[config.mk]
export PLATFORM = sky130hd
export DESIGN_NAME = answer_capture
export DESIGN_NICKNAME = d
export VERILOG_FILES = /design/src/rtl/answer_capture.sv
export SDC_FILE = /design/constraint.sdc
export NUM_CORES = 1
export LEC_CHECK = 0
export CAP_MARGIN = 20
export CORE_ASPECT_RATIO = 1.2
export CORE_MARGIN = 1.5
export CORE_UTILIZATION = 45
export CTS_BUF_LIST = sky130_fd_sc_hd__clkbuf_2
export DETAILED_ROUTE_END_ITERATION = 16
export PLACE_DENSITY = 0.73
export SLEW_MARGIN = 10
export SYNTH_ARGS = -nofsm -noshare
export SYNTH_HDL_FRONTEND = slang
export SYNTH_SLANG_ARGS = --single-unit
[constraint.sdc]
create_clock -name clk -period 1.56 [get_ports clk]
set_input_delay 0.312 -clock clk [delete_from_list [all_inputs] [get_ports clk]]
set_output_delay 0.312 -clock clk [all_outputs]
set_load 0.005 [all_outputs]
[src/rtl/answer_capture.sv]
// answer_capture: player-input side of the mental-arithmetic game.
// The block synchronises the answer switches and the submit button, and debounces
// the button. On an arm pulse it opens a timed answer window. It latches the
// player's answer on a debounced submit press and compares it with the expected
// sum. Pass, fail or timeout is returned over a valid/ack handshake. Passed
// rounds are counted with saturation at 15.
//
// Ports:
//   clk          system clock, rising edge
//   rst          synchronous active-low reset
//   switch       raw answer switches (asynchronous)
//   submit       raw submit button, active-high (asynchronous, bouncy)
//   arm          one-cycle pulse that opens the answer window
//   expected     correct sum, sampled only when arm is accepted
//   result_ack   controller acknowledges the result
//   busy         high while the window is open or a result is pending
//   result_valid result fields valid, held until result_ack
//   pass         latched answer equals expected sum
//   timeout      window expired without a submit
//   answer       latched answer (0 after a timeout)
//   pass_count   saturating count of passed rounds
module answer_capture #(
  parameter int unsigned DEBOUNCE_CYCLES = 4,
  parameter int unsigned TIMEOUT_CYCLES  = 10
) (
  input  logic       clk,
  input  logic       rst,
  input  logic [7:0] switch,
  input  logic       submit,
  input  logic       arm,
  input  logic [7:0] expected,
  input  logic       result_ack,
  output logic       busy,
  output logic       result_valid,
  output logic       pass,
  output logic       timeout,
  output logic [7:0] answer,
  output logic [3:0] pass_count
);

  localparam int unsigned CntW = (DEBOUNCE_CYCLES > 1) ? $clog2(DEBOUNCE_CYCLES) : 1;
  localparam int unsigned TmrW = $clog2(TIMEOUT_CYCLES);
  localparam logic [CntW-1:0] CntMax = CntW'(DEBOUNCE_CYCLES - 1);
  localparam logic [TmrW-1:0] TmrMax = TmrW'(TIMEOUT_CYCLES - 1);

  typedef enum logic [1:0] {StIdle, StArmed, StResult} state_e;

  state_e            state_q, state_d;
  logic [7:0]        sw_meta_q, sw_sync_q;
  logic              sub_meta_q, sub_sync_q;
  logic              db_level_q, db_level_d;
  logic              db_prev_q;
  logic [CntW-1:0]   db_cnt_q, db_cnt_d;
  logic [TmrW-1:0]   timer_q, timer_d;
  logic [7:0]        expected_q, expected_d;
  logic [7:0]        answer_q, answer_d;
  logic              pass_q, pass_d;
  logic              timeout_q, timeout_d;
  logic [3:0]        pass_count_q, pass_count_d;
  logic              submit_edge;
  logic              match;

  // Debounce: the level follows the synchronised button only after it has
  // differed for DEBOUNCE_CYCLES consecutive cycles.
  always_comb begin
    db_level_d = db_level_q;
    db_cnt_d   = db_cnt_q;
    if (sub_sync_q == db_level_q) begin
      db_cnt_d = '0;
    end else if (db_cnt_q == CntMax) begin
      db_level_d = sub_sync_q;
      db_cnt_d   = '0;
    end else begin
      db_cnt_d = db_cnt_q + CntW'(1);
    end
  end

  // A button already held when the window opens produces no edge here, so it
  // must be released and pressed again to count.
  assign submit_edge = db_level_q & ~db_prev_q;
  assign match       = (sw_sync_q == expected_q);

  always_comb begin
    state_d      = state_q;
    timer_d      = timer_q;
    expected_d   = expected_q;
    answer_d     = answer_q;
    pass_d       = pass_q;
    timeout_d    = timeout_q;
    pass_count_d = pass_count_q;
    unique case (state_q)
      StIdle: begin
        if (arm) begin
          expected_d = expected;
          timer_d    = '0;
          state_d    = StArmed;
        end
      end
      StArmed: begin
        // Submit takes priority over a timer expiring in the same cycle.
        if (submit_edge) begin
          answer_d  = sw_sync_q;
          pass_d    = match;
          timeout_d = 1'b0;
          if (match && (pass_count_q != 4'd15)) begin
            pass_count_d = pass_count_q + 4'd1;
          end
          state_d = StResult;
        end else if (timer_q == TmrMax) begin
          answer_d  = '0;
          pass_d    = 1'b0;
          timeout_d = 1'b1;
          state_d   = StResult;
        end else begin
          timer_d = timer_q + TmrW'(1);
        end
      end
      StResult: begin
        // An arm arriving with the ack is dropped, not queued.
        if (result_ack) begin
          pass_d    = 1'b0;
          timeout_d = 1'b0;
          state_d   = StIdle;
        end
      end
      default: state_d = StIdle;
    endcase
  end

  always_ff @(posedge clk) begin
    if (!rst) begin
      state_q      <= StIdle;
      sw_meta_q    <= '0;
      sw_sync_q    <= '0;
      sub_meta_q   <= 1'b0;
      sub_sync_q   <= 1'b0;
      db_level_q   <= 1'b0;
      db_prev_q    <= 1'b0;
      db_cnt_q     <= '0;
      timer_q      <= '0;
      expected_q   <= '0;
      answer_q     <= '0;
      pass_q       <= 1'b0;
      timeout_q    <= 1'b0;
      pass_count_q <= '0;
    end else begin
      state_q      <= state_d;
      sw_meta_q    <= switch;
      sw_sync_q    <= sw_meta_q;
      sub_meta_q   <= submit;
      sub_sync_q   <= sub_meta_q;
      db_level_q   <= db_level_d;
      db_prev_q    <= db_level_q;
      db_cnt_q     <= db_cnt_d;
      timer_q      <= timer_d;
      expected_q   <= expected_d;
      answer_q     <= answer_d;
      pass_q       <= pass_d;
      timeout_q    <= timeout_d;
      pass_count_q <= pass_count_d;
    end
  end

  assign busy         = (state_q != StIdle);
  assign result_valid = (state_q == StResult);
  assign pass         = pass_q;
  assign timeout      = timeout_q;
  assign answer       = answer_q;
  assign pass_count   = pass_count_q;

endmodule

==> summary.txt <==
Run status -> complete, but fails checks
Violated checks -> setup timing
Highest clock frequency the design can meet -> 623 MHz
Total routing usage reported by global routing -> 0.188
Type of the setup path with the least slack -> flop to flop
Worst-skew pair later-pin latency -> 0.43 ns
Count of pins on the block boundary -> 37
Number of vias after detailed routing -> 1647
Hold-critical path depth -> 3
Largest delay contributor family on the critical path -> simple AND/OR/NAND/NOR gates
Standard cell with the maximum stage delay on the critical path -> sky130_fd_sc_hd__dfxtp_4
Total non-filler cell area in the finished layout -> 2920 µm²
Max-cap violation count -> 0
Vias in the first global route -> 1550
CTS tree -> built
Die X -> 63.7 µm
Count of clock tree sinks -> 50
Length of the first detailed-routing pass in iterations -> 4
Row cnt -> 26
Average footprint of a synthesized cell -> 9.71 µm²
DRC violations left -> 0
Power density relative to cell area -> 969 nW/µm²
Total overflow reported by the global router -> 0
Instance area after placement -> 2530 µm²
Number of nets in the finished design -> 305
Number of input and output port buffers inserted -> 36
Initial antenna violation count -> 0
Path class of the lowest-slack min-delay path -> input pin to flop
Vias per inst -> 4.93
Main combinational cell family by area after synthesis -> simple AND/OR/NAND/NOR gates
First-pass GRT wire length -> 6980 µm
Share of synthesized area occupied by flip-flops and latches -> 0.503
Worst Setup Slack post-DPL -> -0.170 ns
Chip Height -> 75.9 µm
Number of different library cells in the post-synthesis netlist -> 40
Cell count along the critical path -> 6
Fraction of the mapped netlist area in adder cells -> 0.0440
Maximum number of pins on one net before global-route repair -> 23
Commonest cells after routing, fill and taps aside -> sky130_fd_sc_hd__dfxtp_1, sky130_fd_sc_hd__buf_4, sky130_fd_sc_hd__nand2_1, sky130_fd_sc_hd__clkdlybuf4s50_1, sky130_fd_sc_hd__and2_1
Static leakage power -> 1.20 nW
Net count after synthesis -> 233
Core Area -> 4260 µm²
Hold bufs inserted after CTS -> 0
Worst-case headroom to the max-slew limit -> 0.779
Min Hold Slack -> 0.391 ns
Initial Utilization -> 0.467
Layout area overhead -> 46.9%
Wirelength per Cell -> 12.9 µm
Xor and xnor fraction of the mapped netlist area -> 0.0396
Count of filler cells inserted in the layout -> 326
Multiplexer area fraction after synthesis -> 0.0251
Critical path endpoint category -> flop
Maximum root-to-sink buffer count -> 2
Crit path arrival time -> 1.99 ns
Post-synthesis compound-gate area fraction -> 0.131
Overall die area -> 4830 µm²
Unrepaired setup endpoints after global routing -> true
Wire length after detailed routing -> 4300 µm
Post-Synthesis Cells -> 205
Pin slew with the least headroom to its limit -> 0.329 ns
Diodes inserted -> 0
Cell area after technology mapping -> 1990 µm²
Routability congestion estimate -> 0.748
Number of nets with antenna violations after routing -> 0
Tmin final -> 1.61 ns
TritonCTS buffer count -> 5
Startpoint Class -> flop
Post-route clock skew -> 0.00831 ns
Final clock period utilization by the worst path -> 1.03
Setup slack after layout -> -0.0454 ns
Cell at the root of the clock tree -> sky130_fd_sc_hd__clkbuf_2
Layout cell share with drive strength beyond 1 -> 0.356
Multi-input logic area -> 1050 µm²
Depth of the worst register-to-register path -> 6
Sequential Area -> 1030 µm²
Crit path largest cell delay -> 0.42 ns
Number of synthesized register bits -> 50
Number of DRC markers after the initial detailed-route iteration -> 38
Crit Path Max Fanout -> 5
Placed instance count -> 306
Maximum resistive drop on vdd -> 0.998 mV
DP HPWL -> 2770 µm
Clock slew at reported path FFs -> 0.24 ns
Final hold vios -> 0
H-tree lvl count -> 2
Non-Filler Instances -> 334
Number of buffer and inverter stages on the critical path -> 1
Crit-path cells -> buf_6 > ha_4 > and3b_2 > nand3_2 > or4_4 > a21oi_2
Number of max-slew violations in the final report -> 0
Simple-gate share of the synthesized area -> 0.216
Final number of setup-violating endpoints -> 5
Power Total -> 0.00283 W
Yosys warnings -> 0
Endpoint required time on the critical path -> 1.95 ns
==> final cells by class <==
type                    instances  area share
inverters                       8      0.0128
multi-input cells             138       0.358
flip-flops and latches         50       0.352
repair buffers                 74       0.221
clock inverters                 3      0.0235
clock buffers                   5     0.00856
well taps                      56      0.0240
==> final timing paths <==
path         slack (ns)            end   startpoint
min reg2reg        0.45    db_cnt_q[0]  db_cnt_q[0]
max               -0.05  pass_count[2]   state_q[0]
max reg2reg       -0.05  pass_count[2]   state_q[0]
min                0.39  expected_q[7]  expected[7]
==> timing repair <==
action | in CTS | in global routing
setup endpoints to repair | 27 | 22
endpoints found under the hold margin | 0 | 0
setup buffers | 17 | 3
pin swaps | 8 | 17
gates resized for setup | 53 | 22
==> kinds of logic after synthesis <==
logic type	count (synthesis)
mux	5
compound gates	37
simple gates	80
flops	50
fa+ha+maj	7
xor+xnor	9
buf+inv	17
==> routing by layer <==
metal / track usage / vias up / wire length [µm]
met4: 0.0652 / 0 / 83
met5: 0 / - / 0
met1: 0.221 / 766 / 1910
met3: 0.0517 / 7 / 154
li1: - / 847 / -
met2: 0.337 / 27 / 2150
==> worst register-to-register path: stages (launching register included) <==
cell	delay [ns]
sky130_fd_sc_hd__dfxtp_4	0.42
sky130_fd_sc_hd__buf_6	0.10
sky130_fd_sc_hd__ha_4	0.17
sky130_fd_sc_hd__and3b_2	0.24
sky130_fd_sc_hd__nand3_2	0.09
sky130_fd_sc_hd__or4_4	0.42
sky130_fd_sc_hd__a21oi_2	0.12
==> power by group <==
| group | leakage, nW | internal (W) | switching (W) | total, W |
|---|---|---|---|---|
| sequential | 0.418 | 0.00134 | 0.0000400 | 0.00138 |
| clock | 0.0532 | 0.000434 | 0.000410 | 0.000844 |
| combinational | 0.725 | 0.000330 | 0.000276 | 0.000606 |
| total | 1.20 | 0.00211 | 0.000726 | 0.00283 |
==> sequential cells by signal (all words and copies together) (netlist names) <==
signal / cells
timer_q: 4
timeout: 1
db_cnt_q: 2
state_q: 2
sw_sync_q: 8
expected_q: 8
pass: 1
sub_meta_q: 1
answer: 8
sub_sync_q: 1
pass_count: 4
sw_meta_q: 8
db_level_q: 1
db_prev_q: 1
==> metrics by stage <==
step	TNS [ns]	utilization
final	-0.131	0.686
after global placement	-0.278	0.593
after detailed placement	-0.364	0.593
after floorplan	-0.0261	-
after CTS	-0.0749	0.659
after global routing	-0.728	0.686
==> cells in the mapped netlist <==
| cell type | instances | area, µm² |
|---|---|---|
| sky130_fd_sc_hd__a311oi_1 | 2 | 17.5 |
| sky130_fd_sc_hd__ha_1 | 7 | 87.6 |
| sky130_fd_sc_hd__and3b_1 | 1 | 8.76 |
| sky130_fd_sc_hd__dfxtp_1 | 50 | 1000 |
| sky130_fd_sc_hd__a22oi_1 | 8 | 60.1 |
| sky130_fd_sc_hd__a21oi_4 | 1 | 16.3 |
| sky130_fd_sc_hd__a31oi_1 | 2 | 12.5 |
| sky130_fd_sc_hd__a221oi_2 | 1 | 15.0 |
| sky130_fd_sc_hd__mux2i_1 | 5 | 50.1 |
| sky130_fd_sc_hd__o21ai_0 | 3 | 15.0 |
| sky130_fd_sc_hd__nor4b_1 | 1 | 8.76 |
| sky130_fd_sc_hd__or4_1 | 3 | 22.5 |
| sky130_fd_sc_hd__o31ai_1 | 2 | 15.0 |
| sky130_fd_sc_hd__nand2_1 | 23 | 86.3 |
| sky130_fd_sc_hd__o221a_1 | 1 | 11.3 |
| sky130_fd_sc_hd__nor3_1 | 2 | 10.0 |
| sky130_fd_sc_hd__or4_4 | 1 | 11.3 |
| sky130_fd_sc_hd__clkbuf_1 | 6 | 22.5 |
| sky130_fd_sc_hd__inv_2 | 1 | 3.75 |
| sky130_fd_sc_hd__inv_1 | 7 | 26.3 |
| sky130_fd_sc_hd__a31o_1 | 1 | 8.76 |
| sky130_fd_sc_hd__and4_1 | 1 | 8.76 |
| sky130_fd_sc_hd__a211oi_1 | 1 | 7.51 |
| sky130_fd_sc_hd__and4b_1 | 1 | 10.0 |
| sky130_fd_sc_hd__buf_4 | 2 | 15.0 |
| sky130_fd_sc_hd__buf_8 | 1 | 15.0 |
| sky130_fd_sc_hd__nand4_1 | 2 | 12.5 |
| sky130_fd_sc_hd__xnor2_1 | 8 | 70.1 |
| sky130_fd_sc_hd__a21oi_2 | 1 | 8.76 |
| sky130_fd_sc_hd__nand3_1 | 4 | 20.0 |
| sky130_fd_sc_hd__a21oi_1 | 13 | 65.1 |
| sky130_fd_sc_hd__nand2b_1 | 4 | 25.0 |
| sky130_fd_sc_hd__nor2b_1 | 2 | 12.5 |
| sky130_fd_sc_hd__nor4_1 | 1 | 6.26 |
| sky130_fd_sc_hd__and2_1 | 19 | 119 |
| sky130_fd_sc_hd__xor2_1 | 1 | 8.76 |
| sky130_fd_sc_hd__nand3b_1 | 2 | 15.0 |
| sky130_fd_sc_hd__a21o_1 | 1 | 7.51 |
| sky130_fd_sc_hd__and2_4 | 1 | 8.76 |
| sky130_fd_sc_hd__nor2_1 | 12 | 45.0 |
Note: power is estimated with default switching activity, not from simulation.
